`src/rtl/mux4_rr_arbiter_if.sv`:
```
// Bundle of signals between four requesters and the round-robin 4:1 datapath arbiter.
//   req  : per-requester request bits (requester i wants the datapath)
//   rel  : release strobe from the current owner
//   in   : packed requester data, requester i at in[i*DW +: DW]
//   gnt  : registered one-hot grant (all zeros when idle)
//   sel  : registered binary index of the owner
//   busy : registered, high while a grant is active
//   out  : selected data while busy, zero otherwise
// The arbiter connects through the slave modport; requesters use the master modport.
interface mux4_rr_arbiter_if #(
    parameter int unsigned DW = 8
);
    logic [3:0]      req;
    logic            rel;
    logic [4*DW-1:0] in;
    logic [3:0]      gnt;
    logic [1:0]      sel;
    logic            busy;
    logic [DW-1:0]   out;

    modport master (
        output req,
        output rel,
        output in,
        input  gnt,
        input  sel,
        input  busy,
        input  out
    );

    modport slave (
        input  req,
        input  rel,
        input  in,
        output gnt,
        output sel,
        output busy,
        output out
    );
endinterface

```
`src/rtl/mux4_rr_arbiter.sv`:
```
// Round-robin arbiter for four requesters sharing one 4:1 datapath mux.
//   clk  : single clock, all state changes on the rising edge
//   rst  : synchronous active-high reset
//   bus  : slave modport of mux4_rr_arbiter_if (req/rel/in in, gnt/sel/busy/out out)
// An owner keeps the grant until it pulses rel or drops its req bit; on release the next
// requester in rotating priority order takes over on the following cycle without an idle
// cycle. The priority pointer moves to one past each newly granted index.
// Optional build macro ARB_TIMEOUT_EN adds a hold counter that forces a release once a grant
// has been held for MAX_HOLD+1 cycles. Without it a grant is held indefinitely.
module mux4_rr_arbiter #(
    parameter int unsigned DW       = 8,
    parameter int unsigned MAX_HOLD = 15
) (
    input logic                clk,
    input logic                rst,
    mux4_rr_arbiter_if.slave   bus
);

    if (DW < 1 || MAX_HOLD < 1) begin : g_bad_cfg
        $error("mux4_rr_arbiter: DW and MAX_HOLD must both be at least 1");
    end

    typedef enum logic [0:0] {StIdle, StGrant} state_e;

    state_e     state_q, state_d;
    logic [3:0] gnt_q, gnt_d;
    logic [1:0] sel_q, sel_d;
    logic [1:0] ptr_q, ptr_d;

    logic [3:0] search_req;
    logic       found;
    logic [1:0] win;
    logic       timeout;
    logic       release_cond;
    logic       new_grant;

`ifdef ARB_TIMEOUT_EN
    localparam int unsigned CntW = (MAX_HOLD < 2) ? 1 : $clog2(MAX_HOLD + 1);

    logic [CntW-1:0] cnt_q;

    // Counts cycles spent by the current owner; the value MAX_HOLD marks the final cycle.
    always_ff @(posedge clk) begin
        if (rst) begin
            cnt_q <= '0;
        end else if (new_grant) begin
            cnt_q <= '0;
        end else if (state_q == StGrant && cnt_q != CntW'(MAX_HOLD)) begin
            cnt_q <= cnt_q + 1'b1;
        end
    end

    assign timeout = (state_q == StGrant) && (cnt_q == CntW'(MAX_HOLD));
`else
    assign timeout = 1'b0;
`endif

    always_ff @(posedge clk) begin
        if (rst) begin
            state_q <= StIdle;
            gnt_q   <= 4'b0000;
            sel_q   <= 2'b00;
            ptr_q   <= 2'b00;
        end else begin
            state_q <= state_d;
            gnt_q   <= gnt_d;
            sel_q   <= sel_d;
            ptr_q   <= ptr_d;
        end
    end

    always_comb begin
        state_d   = state_q;
        gnt_d     = gnt_q;
        sel_d     = sel_q;
        ptr_d     = ptr_q;
        new_grant = 1'b0;

        // The current owner is excluded so a release always moves the grant elsewhere.
        search_req = (state_q == StGrant) ? (bus.req & ~(4'b0001 << sel_q)) : bus.req;

        // Scan from the farthest offset back to ptr so the nearest requester wins.
        found = 1'b0;
        win   = 2'd0;
        for (int i = 3; i >= 0; i--) begin
            if (search_req[ptr_q + 2'(i)]) begin
                found = 1'b1;
                win   = ptr_q + 2'(i);
            end
        end

        release_cond = bus.rel || !bus.req[sel_q] || timeout;

        unique case (state_q)
            StIdle: begin
                if (found) begin
                    new_grant = 1'b1;
                end
            end
            StGrant: begin
                if (release_cond) begin
                    if (found) begin
                        new_grant = 1'b1;
                    end else begin
                        state_d = StIdle;
                        gnt_d   = 4'b0000;
                    end
                end
            end
            default: begin
                state_d = StIdle;
                gnt_d   = 4'b0000;
            end
        endcase

        if (new_grant) begin
            state_d = StGrant;
            gnt_d   = 4'b0001 << win;
            sel_d   = win;
            ptr_d   = win + 2'd1;
        end
    end

    assign bus.gnt  = gnt_q;
    assign bus.sel  = sel_q;
    assign bus.busy = (state_q == StGrant);
    assign bus.out  = (state_q == StGrant) ? bus.in[32'(sel_q) * DW +: DW] : '0;

endmodule

```
`src/flat_wrapper.sv`:
```
// flat-port wrapper written by rule: the top's interface ports become plain ports
module mux4_rr_arbiter_flat 
#(
    parameter int unsigned DW       = 8,
    parameter int unsigned MAX_HOLD = 15
)
  (clk, rst, bus_req, bus_rel, bus_in, bus_gnt, bus_sel, bus_busy, bus_out);
  mux4_rr_arbiter_if #(.DW(DW)) bus_i ();
  input logic clk;
  input logic rst;
  input wire logic [$bits(bus_i.req)-1:0] bus_req;
  input wire logic [$bits(bus_i.rel)-1:0] bus_rel;
  input wire logic [$bits(bus_i.in)-1:0] bus_in;
  output wire logic [$bits(bus_i.gnt)-1:0] bus_gnt;
  output wire logic [$bits(bus_i.sel)-1:0] bus_sel;
  output wire logic [$bits(bus_i.busy)-1:0] bus_busy;
  output wire logic [$bits(bus_i.out)-1:0] bus_out;
  assign bus_i.req = bus_req;
  assign bus_i.rel = bus_rel;
  assign bus_i.in = bus_in;
  assign bus_gnt = bus_i.gnt;
  assign bus_sel = bus_i.sel;
  assign bus_busy = bus_i.busy;
  assign bus_out = bus_i.out;
  mux4_rr_arbiter #(.DW(DW), .MAX_HOLD(MAX_HOLD)) u_core (.clk(clk), .rst(rst), .bus(bus_i));
endmodule
```
`config.mk`:
```
export PLATFORM = sky130hd
export DESIGN_NAME = mux4_rr_arbiter_flat
export DESIGN_NICKNAME = d
export VERILOG_FILES = /design/src/rtl/mux4_rr_arbiter_if.sv /design/src/rtl/mux4_rr_arbiter.sv /design/src/flat_wrapper.sv
export SDC_FILE = /design/constraint.sdc
export NUM_CORES = 1
export LEC_CHECK = 0
export BUFFER_PORTS_ARGS = -buffer_cell sky130_fd_sc_hd__buf_2
export CAP_MARGIN = 20
export CORE_MARGIN = 2
export CORE_UTILIZATION = 38
export DETAILED_ROUTE_END_ITERATION = 6
export GPL_TIMING_DRIVEN = 0
export PLACE_DENSITY = 0.76
export REMOVE_ABC_BUFFERS = 1
export SLEW_MARGIN = 20
export SYNTH_ARGS = -nofsm -noshare
export SYNTH_HDL_FRONTEND = slang
export SYNTH_SLANG_ARGS = --single-unit
export TNS_END_PERCENT = 10
```
`constraint.sdc`:
```
create_clock -name clk -period 1.8 [get_ports clk]
set_input_delay 0.09 -clock clk [delete_from_list [all_inputs] [get_ports clk]]
set_output_delay 0.09 -clock clk [all_outputs]
set_load 0.01 [all_outputs]
```
* Word level (Yosys, flattened, before mapping)
Index checks and enable logic that the tools add are counted.
** Operators by class
- $add $sub $neg :: 4
- Magnitude comparators :: 5
- Eq/ne operators :: 1
- Shift-type cells :: 3
- Mux-type cells :: 30
- Bitwise operators :: 3
- Reductions and logical operators :: 5
** Operators by type and width (number)
- $shiftx 32x6->8 :: 1
- $mux 4 :: 5
- $lt 2x3->1 const B :: 5
- $mux 1 :: 14
- $bmux 1 s2 :: 5
- $mux 2 :: 4
- $mux 8 :: 1
- $shl 1x2->4 const A :: 2
- $add 2x1->2 const B :: 2
- $add 2x2->2 const B :: 2
- $and 4x4->4 :: 1
- $not 4->4 :: 1
- $reduce_bool 2->1 :: 2
- $reduce_and 3->1 :: 1
- $ne 2x2->1 const B :: 1
- $pmux 1 s2 :: 1
- $logic_not 1->1 :: 1
- $logic_or 1x1->1 :: 1
- $not 1->1 :: 1
** Storage, ports and cells
- Register bits :: 9
- Output and inout port bits :: 15

* Logic depth before layout (Yosys ltp)
Gate-level depths: netlist (run 1).
- Word-level depth :: 15
- Depth in mapped cells :: 6

* Least setup slack after synthesis (run 1)
No wires, ideal clock.
- Path kind :: register -> register
- Start point :: register u_core.sel_q[1] (netlist: u_core.bus.sel[1])
- End point :: register u_core.gnt_q[0] (netlist: u_core.bus.gnt[0])
- Arrival :: 1849 ps
- Setup slack :: -116 ps
- Stages on the path, launching flop included :: 6
- Period minus slack after synthesis :: 1916 ps
- Cell sequence :: dfxtp_1 -> mux4_2 -> nand2_2 -> a21boi_4 -> or3b_1 -> a21oi_2
** Between the ends
- Longest elaborated chain between the ends :: 15
- Elaborated cells on any way between the ends :: 33
** RTL lines
- start, declared :: RTL line mux4_rr_arbiter.sv:27 : logic [1:0] sel_q, sel_d;
- start signal, assigned :: RTL line mux4_rr_arbiter.sv:67 : sel_q <= sel_d;
- $shl 1x2->4 :: RTL line mux4_rr_arbiter.sv:80 : search_req = (state_q == StGrant) ? (bus.req & ~(4'b0001 << sel_q)) : bus.req;
- $not 4->4 :: RTL line mux4_rr_arbiter.sv:80
- $and 4x4->4 :: RTL line mux4_rr_arbiter.sv:80
- $mux 4 :: RTL line mux4_rr_arbiter.sv:80
- $bmux 1 s2 :: RTL line mux4_rr_arbiter.sv:86 : if (search_req[ptr_q + 2'(i)]) begin
- $mux 1 (not written as such) :: RTL line mux4_rr_arbiter.sv:86
- $mux 1 (4 in series) :: RTL line mux4_rr_arbiter.sv:86
- $mux 1 :: RTL line mux4_rr_arbiter.sv:96, mux4_rr_arbiter.sv:102
- $mux 1 :: RTL line mux4_rr_arbiter.sv:101 : if (release_cond) begin
- $pmux 1 s2 :: RTL line mux4_rr_arbiter.sv:94 : unique case (state_q)
- $ne 2x2->1 (no line) or $reduce_bool 2->1 (tied branches)
- $reduce_and 3->1 (no line)
- end signal, assigned :: RTL line mux4_rr_arbiter.sv:66 : gnt_q <= gnt_d;
- end, declared :: RTL line mux4_rr_arbiter.sv:26 : logic [3:0] gnt_q, gnt_d;
Several ways; a longest one is shown, not always the timed one. The select of a mux whose other input is x is not followed.
A chain may end at the register's enable or synchronous reset.

* Worst setup path after layout (run 1)
- Start point :: register u_core.ptr_q[1]
- End point :: register u_core.gnt_q[0] (netlist: u_core.bus.gnt[0])
** Between the ends
- Longest elaborated chain between the ends :: 12
- Elaborated cells on any way between the ends :: 28
** RTL lines
- start, declared :: RTL line mux4_rr_arbiter.sv:28 : logic [1:0] ptr_q, ptr_d;
- start signal, assigned :: RTL line mux4_rr_arbiter.sv:68 : ptr_q <= ptr_d;
- $add 2x2->2 :: RTL line mux4_rr_arbiter.sv:86, mux4_rr_arbiter.sv:88
- $bmux 1 s2 :: RTL line mux4_rr_arbiter.sv:86
- $mux 1 (not written as such) :: RTL line mux4_rr_arbiter.sv:86
- $mux 1 (4 in series) :: RTL line mux4_rr_arbiter.sv:86
- $mux 1 :: RTL line mux4_rr_arbiter.sv:96, mux4_rr_arbiter.sv:102
- $mux 1 :: RTL line mux4_rr_arbiter.sv:101
- $pmux 1 s2 :: RTL line mux4_rr_arbiter.sv:94
- $ne 2x2->1 (no line) or $reduce_bool 2->1 (tied branches)
- $reduce_and 3->1 (no line)
Several ways; a longest one is shown, not always the timed one. The select of a mux whose other input is x is not followed.

==> results of run 1 <==
-- layout make-up --
class                      instances  area (um^2)
sequential                         9          191
fill                             207          785
clock buffer                       4         26.3
timing repair buffer              68          389
multi-input combinational         62          736
inverter                           2         7.51
tap                               28         35.0
-- path summary, 6_finish.rpt --
| kind | start | endpoint | slack (ns) | cells past startpoint |
|---|---|---|---|---|
| max | u_core.ptr_q[1] | u_core.bus.gnt[0] | 0.02 | 6 |
| min | rst | u_core.bus.gnt[0] | 0.12 | 2 |
| max reg2reg | u_core.ptr_q[1] | u_core.bus.gnt[0] | 0.02 | 6 |
| min reg2reg | u_core.bus.gnt[0] | u_core.bus.gnt[0] | 0.47 | 2 |
-- per-stage QoR --
stage / TNS, ns / power [W] / area [um^2]
after floorplan: -1.36 / 0.000628 / 837
after global placement: -2.34 / 0.000753 / 1140
after detailed placement: -3.04 / 0.000778 / 1140
after CTS: 0 / 0.000994 / 1250
after global routing: -0.102 / 0.00118 / 1390
final: 0 / 0.00112 / 1390
-- worst reg2reg max path: stages, from the launching register on --
cell       delay (ns)
dfxtp_1          0.38
or3b_4           0.42
o2bb2ai_2        0.18
a311oi_4         0.06
buf_4            0.18
or3b_1           0.39
a21oi_2          0.12
-- flip-flops by register name, indices dropped and copies added, names as in the netlist --
name             cells
u_core.bus.gnt       4
u_core.bus.sel       2
u_core.ptr_q         2
u_core.bus.busy      1
-- synthesized netlist by cell type --
| cell type | number |
|---|---|
| dfxtp_1 | 9 |
| and2_1 | 8 |
| nand2_1 | 6 |
| nor2_1 | 6 |
| mux4_1 | 5 |
| mux4_2 | 4 |
| nand3b_1 | 3 |
| a21oi_1 | 2 |
| buf_2 | 2 |
| inv_1 | 2 |
| mux2i_1 | 2 |
| nor2b_1 | 2 |
| or3b_1 | 2 |
| a211oi_1 | 1 |
| a211oi_2 | 1 |
| a21boi_4 | 1 |
| a21oi_2 | 1 |
| a221oi_2 | 1 |
| a2bb2oi_2 | 1 |
| a311oi_4 | 1 |
| a31oi_1 | 1 |
| a32o_2 | 1 |
| a32oi_1 | 1 |
| and3b_2 | 1 |
| buf_1 | 1 |
| buf_6 | 1 |
| mux2_2 | 1 |
| nand2_2 | 1 |
| nand3_1 | 1 |
| nand3b_2 | 1 |
| nor3b_2 | 1 |
| o22ai_1 | 1 |
| o2bb2ai_1 | 1 |
| o2bb2ai_2 | 1 |
| o311ai_1 | 1 |
| o32ai_2 | 1 |
| xnor2_1 | 1 |
-- cell usage in the layout, fill, tap and decap left out, types with 2 or more instances in the layout --
cell,synthesis,final
mux4_1,5,5
nand3b_1,3,3
nand2_2,1,2
and2_1,8,8
mux4_2,4,4
buf_2,2,53
nor2_1,6,5
nand2_1,6,5
mux2i_1,2,2
o2bb2ai_2,1,2
dfxtp_4,0,3
nor2b_1,2,2
a21oi_2,1,2
buf_4,0,13
inv_1,2,2
dfxtp_1,9,6
clkbuf_4,0,3
-- timing repair --
item / 4_1_cts / 5_1_grt
hold buffers: 0 / 0
hold endpoints to repair: 0 / 0
buffers inserted: 5 / 10
resized for setup: 9 / 14
pin swaps: 1 / 7
endpoints found under the setup margin: 17 / 8
-- layer usage --
metal	routed length (um)	up-vias
met4	0	0
met2	1610	23
met5	0	-
li1	-	446
met3	119	0
met1	1020	460
-- logic make-up after synthesis --
kind of cell / count (synthesis) / share of synthesized area
flip-flops: 9 / 0.209
XOR/XNOR: 1 / 0.0102
buffers and inverters: 6 / 0.0377
AND/OR/NAND/NOR: 32 / 0.224
AO/OA/AOI/OAI: 17 / 0.226
multiplexers: 12 / 0.293
-- power groups by stage --
stage | Clock, W | Combinational (W) | Sequential, W
after floorplan | 0 | 0.000312 | 0.000315
after global placement | 0 | 0.000438 | 0.000315
after detailed placement | 0 | 0.000457 | 0.000321
after CTS | 0.000153 | 0.000531 | 0.000309
after global routing | 0.000164 | 0.000716 | 0.000303
final | 0.000148 | 0.000671 | 0.000298
==> run metrics, run 1 <==
status=complete, no violations; worst hold slack=0.120 ns; Num CTS Buffers=3; Worst IR Drop VDD=about 0.7 mV; crit end category=register; PortBufs=53; synthesized area per cell=roughly 11 um^2; met2 Resource Use GR=0.391; via count=929; H-tree depth=1; Die X=around 52 um; M1 GR Usage=0.202; DR pass1 iterations=4; count of cell types in the netlist=37; Final GP Congestion=just over 0.8; WL/cell=15.9 um; Overflow after GRT=0; top cells by area, synth=dfxtp_1 (21%), mux4_1 (15%), mux4_2 (10%), and2_1 (5.8%), a311oi_4 (3.0%); post-detail-place hpwl=1820 um; CP Data Required Time=1.99 ns; setup ws final=roughly 0.022 ns; final hold violation count=0; Syn-to-layout area delta=60.7%; core area=0.00217 mm^2; Seq/Total Area, Yosys=0.209; skew final=around 0.0030 ns; Period minus WS final=about 1.8 ns; Total Nets Final=about 190; CTS tree=done; crit path max fanout=6; Least-Margin Pin Slew=about 0.32 ns; delay-heaviest family, CP=simple AND/OR/NAND/NOR gates; Die Y=51.6 um; clk_lat worst skew=roughly 0.25 ns; Clock Power Share=0.133; # IOs=54; RSZ-0062 raised after global routing=yes; WP data arrival=about 2.0 ns; Yosys top cell area share=0.209; Slowest cell on crit path=or3b_4; n_diodes=0; total track usage=0.191; Detail Route Antenna Nets=0; first-pass GRT wire length=approximately 3800 um; Post-Route Utilization=0.638; Routed WL=around 2700 um; combinational share of power=0.601; GRT busiest layer=met2; switch share=0.368; critical path class=reg2reg; CTS sink count=9; 1st-iter DRT viols=13; P per Cell Area=806 mW/mm^2; Slew HR=0.787; die area=between 0.002 and 0.003 mm^2; Remaining DRCs=0; P_sw=just over 0.0004 W; Worst Hold Class=in2reg; Syn Inst Count=77; initial antenna violation count=0; final worst-path cycle share=0.988; post-synth top area cell=dfxtp_1; dpl ws=-0.520 ns; Final setup viols=0; initial core utilization=0.397; Post-Layout Cell Count=between 150 and 200; Synth Warn #=0; count of final max-slew check failures=0; met3 Track Usage GR=0.0316; max_cap viols=0; Root Buffer=clkbuf_4; Power Internal=a little over 0.0007 W; Worst-path clk slew=about 0.06 ns; CP Cell Sequence=or3b_4, o2bb2ai_2, a311oi_4, buf_4, or3b_1, a21oi_2; critical path buffer and inverter count=1; static leakage=between 0.6 and 0.7 nW; sequential power share=0.267; post-placement cell count=between 150 and 200; Seq cells post-synth=9; pin count of the biggest net entering global routing=17; Setup crit start kind=register; Cell Area, Synth=approximately 860 um^2; vias in the first global route=just under 900; Vias/cell=around 5.4; largest stage delay on the critical path=~0.42 ns; Max clock buf depth=2; Highest Clock Rate=563 MHz; site row count=17; layout cell share with drive strength beyond 1=0.690
Note: power is estimated with default switching activity, not from simulation.
==> run 2, diff against run 1 <==
--- a/config.mk
+++ b/config.mk
@@ -5,7 +5,7 @@
 export SDC_FILE = /design/constraint.sdc
 export NUM_CORES = 1
 export LEC_CHECK = 0
-export BUFFER_PORTS_ARGS = -buffer_cell sky130_fd_sc_hd__buf_2
+export BUFFER_PORTS_ARGS = -buffer_cell sky130_fd_sc_hd__buf_4
 export CAP_MARGIN = 20
 export CORE_MARGIN = 2
 export CORE_UTILIZATION = 38
==> run 2 against run 1 <==
The flow now finishes with violations (setup timing). Register-to-register slack lost 0.03 ns. Final cell count shrank 4.0%. Sequential share of layout area shrank 0.34 points. Combinational power shrank 7.0%. Count of clock-buffer cells in the layout is the same. Power shrank 3.2%. Fmax shrank 1.5%.
==> run metrics, run 2 (synthesized netlist as in run 1, its figures left out) <==
critical path class=reg2reg; site row count=17; first-pass GRT wire length=roughly 3800 um; PortBufs=53; final worst-path cycle share=1.00; failing checks=setup timing; CP Depth=5; CP Cell Sequence=mux4_2, nand2_2, a21boi_4, or3b_1, a21oi_2; initial core utilization=0.397; Period minus WS final=~1.8 ns; dpl ws=-0.558 ns; critical path buffer and inverter count=0; largest stage delay on the critical path=approximately 0.55 ns; Detail Route Antenna Nets=0; Clock Power Share=0.138; Syn-to-layout area delta=64.7%; layout cell share with drive strength beyond 1=0.638; filler instances=189; Final setup viols=1; count of final max-slew check failures=0; post-detail-place hpwl=about 1800 um; Num CTS Buffers=3; setup TNS=-0.00517 ns; WP data arrival=~2.0 ns; crit end category=register; Worst Hold Class=in2reg; P_sw=between 0.0003 and 0.0004 W; skew final=around 0.0028 ns; Reg-to-Reg End=u_core.bus.gnt[0]; Vias/cell=5.36; Final GP Congestion=between 0.7 and 0.8; via count=between 800 and 900; crit path max fanout=7; crit path from=u_core.bus.sel[1]; Worst IR Drop VDD=0.643 mV; setup ws final=-0.00517 ns; DR pass1 iterations=3; P per Cell Area=761 mW/mm^2; max FFs per register=4; Max clock buf depth=2; R2R Setup Slk=-0.005 ns; Root Buffer=clkbuf_4; WL/cell=15.0 um; Power Internal=between 0.0006 and 0.0007 W; core area=approximately 0.0022 mm^2; switch share=0.354; Routed WL=2500 um; most frequent cells in the layout=buf_4 (60), and2_1 (8), nand2_1 (6), nor2_1 (6), dfxtp_1 (6); Reg2Reg Depth=5; Slew HR=0.737; cts hold-fix bufs=0; Least-Margin Pin Slew=~0.39 ns; Worst-path clk slew=0.06 ns; Overflow after GRT=0; Slowest cell on crit path=mux4_2; Design Power=0.00108 W; pin count of the biggest net entering global routing=17; Total Nets Final=roughly 180; Post-Layout Cell Count=166; clk_lat worst skew=roughly 0.25 ns; total track usage=0.188; final hold violation count=0; max_cap viols=0; combinational share of power=0.577; worst reg2reg startpoint=u_core.bus.sel[1]; initial antenna violation count=0; Highest Clock Rate=between 500 and 600 MHz; crit path to=u_core.bus.gnt[0]; RSZ-0062 raised after global routing=yes; # IOs=54; Post-Route Utilization=0.655; Setup crit start kind=register; Die Y=~52 um; vias in the first global route=approximately 840; Die X=slightly above 50 um; static leakage=about 0.63 nW; sequential power share=0.284; CTS sink count=9; post-placement cell count=about 150; 1st-iter DRT viols=7; CP Data Required Time=about 2.0 ns; status=finished with violations; n_diodes=0; H-tree depth=1; delay-heaviest family, CP=multiplexers; CTS tree=done; Remaining DRCs=0; commonest non-fill, non-tap cell in the layout=buf_4; die area=0.00267 mm^2
run 2: cell types whose count changed in the layout (fill, tap and decap cells not counted), sizes merged:
cell | previous run | this run
buf | 68 | 61
run 2: timing repair:
item	in CTS	in global routing
setup buffers	3	5
pin swaps	1	6
cloned	0	0
endpoints found under the hold margin	0	0
endpoints found under the setup margin	17	8
gates resized for setup	8	6
run 2: final cells by class:
class,instances,area [um^2],share of cell area
Sequential cell,9,191,0.135
Timing Repair Buffer,61,462,0.325
Inverter,2,7.51,0.00529
Tap cell,28,35.0,0.0247
Multi-Input combinational cell,62,698,0.492
Clock buffer,4,26.3,0.0185
run 2: how the worst min path moves through the flow:
stage,from,end,slack (ns),cells after the start
after floorplan,rst,u_core.bus.gnt[0],0.15,1
after global routing,rst,u_core.bus.gnt[0],0.07,2
after CTS,rst,u_core.bus.gnt[0],0.06,2
after detailed placement,rst,u_core.bus.gnt[0],0.33,2
after global placement,rst,u_core.bus.gnt[0],0.32,2
final,rst,u_core.bus.gnt[0],0.08,2
run 2: metrics by stage:
stage / hold WS (ns) / instance area, um^2
2_1_floorplan: 0.152 / 837
3_5_place_dp: 0.335 / 1270
6_report: 0.0795 / 1420
5_1_grt: 0.0656 / 1420
4_1_cts: 0.0603 / 1360
3_3_place_gp: 0.325 / 1270
run 2: per-layer routing:
layer | vias up | global-route usage | wire (um)
li1 | 429 | - | -
met1 | 435 | 0.217 | 1060
met4 | 0 | 0.0570 | 6
met5 | - | 0 | 0
met3 | 2 | 0.0259 | 129
met2 | 23 | 0.355 | 1300
run 2: power groups by stage:
stage	Sequential (W)	Clock (W)	Combinational, W
2_1_floorplan	0.000315	0	0.000312
3_3_place_gp	0.000319	0	0.000493
3_5_place_dp	0.000323	0	0.000509
4_1_cts	0.000312	0.000158	0.000561
5_1_grt	0.000315	0.000166	0.000666
6_report	0.000307	0.000149	0.000624
==> run 3, diff against run 2 <==
--- a/config.mk
+++ b/config.mk
@@ -7,11 +7,12 @@
 export LEC_CHECK = 0
 export BUFFER_PORTS_ARGS = -buffer_cell sky130_fd_sc_hd__buf_4
 export CAP_MARGIN = 20
+export CORE_ASPECT_RATIO = 1.1
 export CORE_MARGIN = 2
-export CORE_UTILIZATION = 38
+export CORE_UTILIZATION = 45
 export DETAILED_ROUTE_END_ITERATION = 6
 export GPL_TIMING_DRIVEN = 0
-export PLACE_DENSITY = 0.76
+export PLACE_DENSITY = 0.85
 export REMOVE_ABC_BUFFERS = 1
 export SLEW_MARGIN = 20
 export SYNTH_ARGS = -nofsm -noshare
==> constraint.sdc (replaced) <==
create_clock -name clk -period 2.24 [get_ports clk]
set_input_delay 0.112 -clock clk [delete_from_list [all_inputs] [get_ports clk]]
set_output_delay 0.112 -clock clk [all_outputs]
set_load 0.01 [all_outputs]
==> run 3 against run 2 <==
The run now ends clean. Sequential cell count is the same. Register-to-register slack gained 0.24 ns. Clock power shrank 11%. Count of clock-buffer cells in the layout is the same. Via count shrank 1.7%. Largest cell class unchanged.
==> run metrics, run 3 (synthesized netlist as in run 1, its figures left out) <==
clk_lat worst skew=roughly 0.27 ns; Least-Margin Pin Slew=between 0.5 and 0.6 ns; Design Power=approximately 0.00079 W; R2R Setup Slk=0.23 ns; Max clock buf depth=2; final worst-path cycle share=0.895; initial core utilization=0.478; final hold violation count=0; Detail Route Antenna Nets=0; CP Data Required Time=between 2 and 2.5 ns; WP data arrival=between 2 and 2.5 ns; 1st-iter DRT viols=25; WL/cell=about 16 um; Slew HR=0.654; Reg2Reg Depth=5; Reg-to-Reg End=u_core.bus.gnt[0]; total track usage=0.223; Worst Hold Class=in2reg; Root Buffer=clkbuf_4; n_diodes=0; commonest non-fill, non-tap cell in the layout=buf_4; count of final max-slew check failures=0; Remaining DRCs=0; pin count of the biggest net entering global routing=17; critical path class=reg2reg; status=complete, no violations; Vias/cell=just under 6; worst reg2reg startpoint=u_core.bus.sel[1]; critical path buffer and inverter count=0; H-tree depth=1; # IOs=54; RSZ-0062 raised after global routing=no; filler instances=~140; Die Y=~50 um; Worst-path clk slew=around 0.070 ns; initial antenna violation count=0; Setup crit start kind=register; crit end category=register; cts hold-fix bufs=0; crit path max fanout=16; delay-heaviest family, CP=multiplexers; post-detail-place hpwl=approximately 1800 um; # Post-CTS Setup Buffers=0; Overflow after GRT=0; worst hold slack=0.0748 ns; Worst IR Drop VDD=0.467 mV; max FFs per register=4; P per Cell Area=approximately 620 mW/mm^2; die area=between 0.002 and 0.0025 mm^2; largest stage delay on the critical path=between 0.5 and 0.6 ns; CTS sink count=9; most frequent cells in the layout=buf_4 (53), and2_1 (8), dfxtp_1 (7); Slowest cell on crit path=mux4_2; CP Depth=5; Die X=between 40 and 50 um; Final setup viols=0; layout cell share with drive strength beyond 1=0.585; core area=between 0.0015 and 0.002 mm^2; DR pass1 iterations=4; Highest Clock Rate=about 500 MHz; Final GP Congestion=0.779; skew final=~0.0079 ns; Syn-to-layout area delta=49.5%; Routed WL=~2300 um; PortBufs=53; Total Nets Final=170; CTS tree=done; Period minus WS final=around 2 ns; max_cap viols=0; crit path from=u_core.bus.sel[1]; via count=874; vias in the first global route=907; crit path to=u_core.bus.gnt[0]; Num CTS Buffers=3; CP Cell Sequence=mux4_2, nand2_2, a21boi_4, or3b_1, a21oi_2; first-pass GRT wire length=~3700 um; site row count=16; static leakage=~0.58 nW
-- run 3: per-stage QoR --
step	instance area [um^2]	TNS [ns]	util	setup WS, ns	cells
5_1_grt	1290	0	0.715	0.0612	148
3_3_place_gp	1260	-0.0463	0.698	-0.0463	144
6_report	1290	0	0.715	0.235	148
3_5_place_dp	1260	-0.0846	0.698	-0.0846	144
4_1_cts	1290	0	0.714	0.117	148
2_1_floorplan	837	0	-	0.109	73
-- run 3: cell type report --
type / count / area (um^2) / area share
inverters: 2 / 7.51 / 0.00583
multi-input cells: 62 / 649 / 0.504
repair buffers: 53 / 398 / 0.309
flip-flops and latches: 9 / 185 / 0.144
clock buffers: 4 / 26.3 / 0.0204
well taps: 18 / 22.5 / 0.0175
-- run 3: worst reg2reg max path, stage by stage (launching register included) --
cell	delay (ns)
dfxtp_4	0.46
mux4_2	0.56
nand2_2	0.09
a21boi_4	0.32
or3b_1	0.40
a21oi_2	0.12
-- run 3: routing by layer --
layer	up-vias	global-route usage	wire (um)
li1	412	-	-
met1	408	0.245	830
met2	51	0.380	1100
met3	3	0.0586	357
met4	0	0.110	32
met5	-	0	0
-- run 3: report_power, final --
part	internal, W	switching, W	total, W
combinational	0.000247	0.000157	0.000404
clock	0.0000689	0.0000627	0.000132
sequential	0.000193	0.0000648	0.000258
-- run 3: worst min path at each step --
stage / slack [ns] / cells after the start / startpoint / end
after detailed placement: 0.36 / 2 / rst / u_core.bus.gnt[0]
after floorplan: 0.17 / 1 / rst / u_core.bus.gnt[0]
final: 0.07 / 2 / rst / u_core.ptr_q[1]
after global routing: 0.07 / 2 / rst / u_core.ptr_q[1]
after global placement: 0.35 / 2 / rst / u_core.bus.gnt[0]
after CTS: 0.07 / 2 / rst / u_core.ptr_q[1]
-- run 3: what timing repair did --
| action | CTS | global route |
|---|---|---|
| setup endpoints to repair | 1 | 1 |
| resized for setup | 2 | 1 |
| pin swaps | 0 | 0 |
